### src/rtl/i_mem_fill_ctrl.sv
// Instruction-cache miss-fill engine: four 32-bit reads assembled into one 128-bit line.
// Optional critical-word-first issue order when IFU_FILL_CWF_EN is defined.
module i_mem_fill_ctrl #(
  parameter int MEM_RD_LATENCY = 1,
  parameter int CL_WIDTH       = 128,
  parameter int ADDR_WIDTH     = 32
) (
  input  logic                  clk,
  input  logic                  rst,
  input  logic                  fill_req_valid,
  input  logic [ADDR_WIDTH-1:0] fill_req_address,
  output logic                  mem_rd_en,
  output logic [ADDR_WIDTH-1:0] mem_rd_addr,
  input  logic [31:0]           mem_rd_data,
  output logic                  rsp_valid,
  output logic [ADDR_WIDTH-1:0] rsp_address,
  output logic [CL_WIDTH-1:0]   rsp_filled_instruction,
  output logic                  busy
);

  typedef enum logic [1:0] {IDLE, ISSUE, DRAIN, RESPOND} state_t;

  state_t                              state, state_next;
  logic [ADDR_WIDTH-1:0]               req_addr;
  logic [1:0]                          start_idx;
  logic [1:0]                          issue_idx;
  logic [2:0]                          iss_cnt;
  logic [2:0]                          rcv_cnt;
  logic [2:0]                          rcv_next;
  logic                                accept;
  logic [MEM_RD_LATENCY-1:0]           pipe_vld;
  logic [MEM_RD_LATENCY-1:0][1:0]      pipe_idx;
  logic                                cap;
  logic [1:0]                          cap_idx;

  // DRAIN looks at the count including this cycle's capture so RESPOND follows the last word directly.
  always_comb begin
    state_next  = state;
    accept      = 1'b0;
    mem_rd_en   = 1'b0;
    mem_rd_addr = '0;
    rsp_valid   = 1'b0;
    busy        = (state != IDLE);
    issue_idx   = start_idx + iss_cnt[1:0];
    cap         = pipe_vld[MEM_RD_LATENCY-1];
    cap_idx     = pipe_idx[MEM_RD_LATENCY-1];
    rcv_next    = (cap && (rcv_cnt != 3'd4)) ? rcv_cnt + 3'd1 : rcv_cnt;

    case (state)
      IDLE: begin
        if (fill_req_valid) begin
          accept     = 1'b1;
          state_next = ISSUE;
        end
      end
      ISSUE: begin
        mem_rd_en   = 1'b1;
        mem_rd_addr = {req_addr[ADDR_WIDTH-1:4], issue_idx, 2'b00};
        if (iss_cnt == 3'd3) begin
          state_next = (rcv_next == 3'd4) ? RESPOND : DRAIN;
        end
      end
      DRAIN: begin
        if (rcv_next == 3'd4) begin
          state_next = RESPOND;
        end
      end
      RESPOND: begin
        rsp_valid  = 1'b1;
        state_next = IDLE;
      end
      default: state_next = IDLE;
    endcase
  end

  always_ff @(posedge clk) begin
    if (rst) begin
      state                  <= IDLE;
      req_addr               <= '0;
      start_idx              <= 2'd0;
      iss_cnt                <= 3'd0;
      rcv_cnt                <= 3'd0;
      pipe_vld               <= '0;
      pipe_idx               <= '0;
      rsp_address            <= '0;
      rsp_filled_instruction <= '0;
    end else begin
      state       <= state_next;
      pipe_vld[0] <= mem_rd_en;
      pipe_idx[0] <= issue_idx;
      for (int i = 1; i < MEM_RD_LATENCY; i++) begin
        pipe_vld[i] <= pipe_vld[i-1];
        pipe_idx[i] <= pipe_idx[i-1];
      end

      if (accept) begin
        req_addr <= fill_req_address;
`ifdef IFU_FILL_CWF_EN
        start_idx <= fill_req_address[3:2];
`else
        start_idx <= 2'd0;
`endif
        iss_cnt  <= 3'd0;
        rcv_cnt  <= 3'd0;
      end else begin
        if (mem_rd_en && (iss_cnt != 3'd4)) begin
          iss_cnt <= iss_cnt + 3'd1;
        end
        rcv_cnt <= rcv_next;
      end

      // Response fields only change once the next fill actually returns data.
      if (cap) begin
        rsp_filled_instruction[{cap_idx, 5'b00000} +: 32] <= mem_rd_data;
        rsp_address <= req_addr;
      end
    end
  end

endmodule

### config.mk
export PLATFORM = sky130hd
export DESIGN_NAME = i_mem_fill_ctrl
export DESIGN_NICKNAME = d
export VERILOG_FILES = /design/src/rtl/i_mem_fill_ctrl.sv
export SDC_FILE = /design/constraint.sdc
export NUM_CORES = 1
export LEC_CHECK = 0
export ABC_CLOCK_PERIOD_IN_PS = 2650
export BUFFER_PORTS_ARGS = -buffer_cell sky130_fd_sc_hd__buf_2
export CORE_ASPECT_RATIO = 2
export CORE_MARGIN = 2
export CORE_UTILIZATION = 53
export DETAILED_ROUTE_END_ITERATION = 12
export PLACE_DENSITY = 0.84
export SYNTH_ARGS = -nofsm -noshare
export SYNTH_HDL_FRONTEND = slang
export SYNTH_SLANG_ARGS = --single-unit
### constraint.sdc
create_clock -name clk -period 2.65 [get_ports clk]
set_input_delay 0.53 -clock clk [delete_from_list [all_inputs] [get_ports clk]]
set_output_delay 0.53 -clock clk [all_outputs]
set_load 0.005 [all_outputs]
==> flow_summary.ini <==
[status]
outcome = finished clean

[grt]
grt_pass1_vias = 6469
grt_pass1_wl_um = 31300
antenna_found_initial = 0
overflow = 0
grt_max_degree = 75
grtUsageTotal_pct = 25.9

[cts]
clk_path_buf_depth = 3
clk_latency_ps = 480
cts_tree = done
numCtsBuffers = 18
cts_resized = 0
cts_sinks = 203
htreeDepth = 1
cts.root.buffer_cell = clkbuf_16
postCtsSetupBuffers = 0
postCtsHoldBufs = 0
clkTransAtPathRegs_ps = 70

[timing]
timing.fmax_mhz = 426
setup_violations = 0
finalWorstSetupSlack_ps = 301
timing.clock.skew_ps = 18.6
tns_ps = 0
hold_viol_final = 0
period_minus_slack_ps = 2350
rsz0062_at_grt = no
post-route-period-util_pct = 88.7
slew_violations = 0
holdWs_ps = 287

[power]
ir_worst_vdd_v = 0.000545
leakagePower_uw = 0.00432
p_sw_uw = 2030
internal-power_uw = 5320
seq_power_share_pct = 46.2
swShare_pct = 27.6
p_clk_share_pct = 35.5
power_density_mw_per_mm2 = 778
p_comb_share_pct = 18.2

[floorplan]
start_util_pct = 53.7
row_count = 61
dieArea_mm2 = 0.0150
die_y_um = 171
core_area_mm2 = 0.0138
die_x_um = 87.7
pin_count = 262

[min_path]
hp-start = fill_req_address[17]
hp-class = input pin to register

[critical_path]
rr_startpoint = cap_idx[0]
start_kind = register
worstSetupPathType = register to primary output
end_kind = primary output
critPathArrivalTime_ps = 1820
cp_max_fo = 29
crit_path_end = mem_rd_addr[30]
r2r_cells = 6
r2r_slack_ps = 620
r2r-end = rsp_filled_instruction[104]
cp.required_ps = 2120
critPathLaunch = state[1]

[logic_synthesis]
netlist_area_mm2 = 0.00742
synth.avg_cell_area_um2 = 9.42
ys_types = 33
synthTopCellsByArea = dfxtp_1 55%, a22oi_1 13%, nor2_1 8.8%, mux2i_1 4.4%, nand2_1 3.4%
synthCells = 788
ys_ff_latch = 203
synth_area_leader_cell = dfxtp_1
yosys.area.top_type_share_pct = 54.7
synth_warnings = 0
yosysSeqAreaShare_pct = 54.7

[final_layout]
drive_above_1_share_pct = 30.6
nFillCells = 1144
antenna_cells = 0
final_common_cell = buf_2
finalNonFillerCells = 1227
fin_nets = 1108
most-common-layout-cells = 258 x buf_2, 202 x dfxtp_1, 175 x nor2_1, 128 x a22oi_1, 67 x nand2_1
syn_to_final_growth_pct = 27.2
final_util_pct = 68.3

[drt]
drt_iter0_drc = 309
ant_nets = 0
drc = 0
drt_first_pass_iters = 5
routed_via_density = 5.41
num_vias = 6643
wl_per_cell_um = 16.5
finalWirelength_um = 20200

[placed_design]
post-place-ws_ps = 646
port_buffers = 259
routabilityCongestion = 0.836
dpl.cell_count = 1195
post-dp-hpwl_um = 14000

[run]
max_cap_violations = 0
Yosys cell counts:
cell      count
o41ai_1       1
a21boi_2      1
clkbuf_1     41
buf_1         3
nor2_1      175
nor2b_1       3
a22oi_1     128
xnor2_1       2
a21boi_0      1
a211oi_1      1
ha_1         15
o21ai_0       1
mux2_2        1
nand2b_1      4
buf_4         3
buf_2         9
nand2_2       2
a21oi_1      36
conb_1        1
a31oi_1       1
dfxtp_1     203
buf_6         6
and2_1       29
and4b_1       1
a31o_2        1
nor4_4        1
inv_1        10
inv_2         1
nor3_1        3
nand2_1      67
nor4b_4       3
mux2i_1      33
a311oi_1      1
flip-flops by register name (all words and copies together), names as in the netlist:
name,cells
rsp_filled_instruction,128
req_addr,32
rsp_address,32
iss_cnt,3
rcv_cnt,3
cap_idx,2
state,2
cap,1
per-layer routing:
metal | GRT usage [%] | wire length, um
met1 | 28.0 | 7480
met2 | 46.9 | 10500
met3 | 4.65 | 1310
met4 | 12.9 | 936
met5 | 0 | 0
stage by stage:
step	total power (uW)	area (um2)
floorplan	4330	7430
global placement	4770	8840
detailed placement	4810	8840
CTS	7410	9440
global route	7710	9440
finish	7350	9440
worst max-delay path: stages, from the launching register on:
cell,delay (ps)
dfxtp_1,410
inv_1,110
ha_1,260
buf_4,240
and2_1,200
buf_2,130
layout make-up:
cell class / instances / area [um2] / share of cell area (%)
multi-input cells: 513 / 3020 / 32.0
clock inverters: 5 / 52.6 / 0.557
inverters: 11 / 41.3 / 0.437
flip-flops and latches: 203 / 4070 / 43.1
clock buffers: 27 / 546 / 5.78
well taps: 189 / 236 / 2.50
repair buffers: 279 / 1480 / 15.7
kinds of logic after synthesis:
family / after synthesis / synth area share [%]
XOR/XNOR: 2 / 0.236
flip-flops: 203 / 54.7
adder cells (fa/ha/maj): 15 / 2.53
multiplexers: 34 / 4.60
AO/OA/AOI/OAI: 172 / 16.2
buffers and inverters: 73 / 4.60
AND/OR/NAND/NOR: 288 / 17.0
other: 1 / 0.0505
worst min path at each step:
stage,endpoint,slack [ps],cells after the start
CTS,req_addr[17],270,3
global route,req_addr[25],280,3
finish,req_addr[17],290,3
detailed placement,req_addr[3],450,2
floorplan,req_addr[0],440,2
global placement,req_addr[0],440,2
power groups by stage:
stage | sequential [uW] | combinational, uW | clock, uW
6_report | 3400 | 1340 | 2610
4_1_cts | 3400 | 1350 | 2670
3_5_place_dp | 3460 | 1340 | 0
5_1_grt | 3420 | 1490 | 2800
3_3_place_gp | 3450 | 1320 | 0
2_1_floorplan | 3440 | 887 | 0
Power figures use the tool's default switching activity.
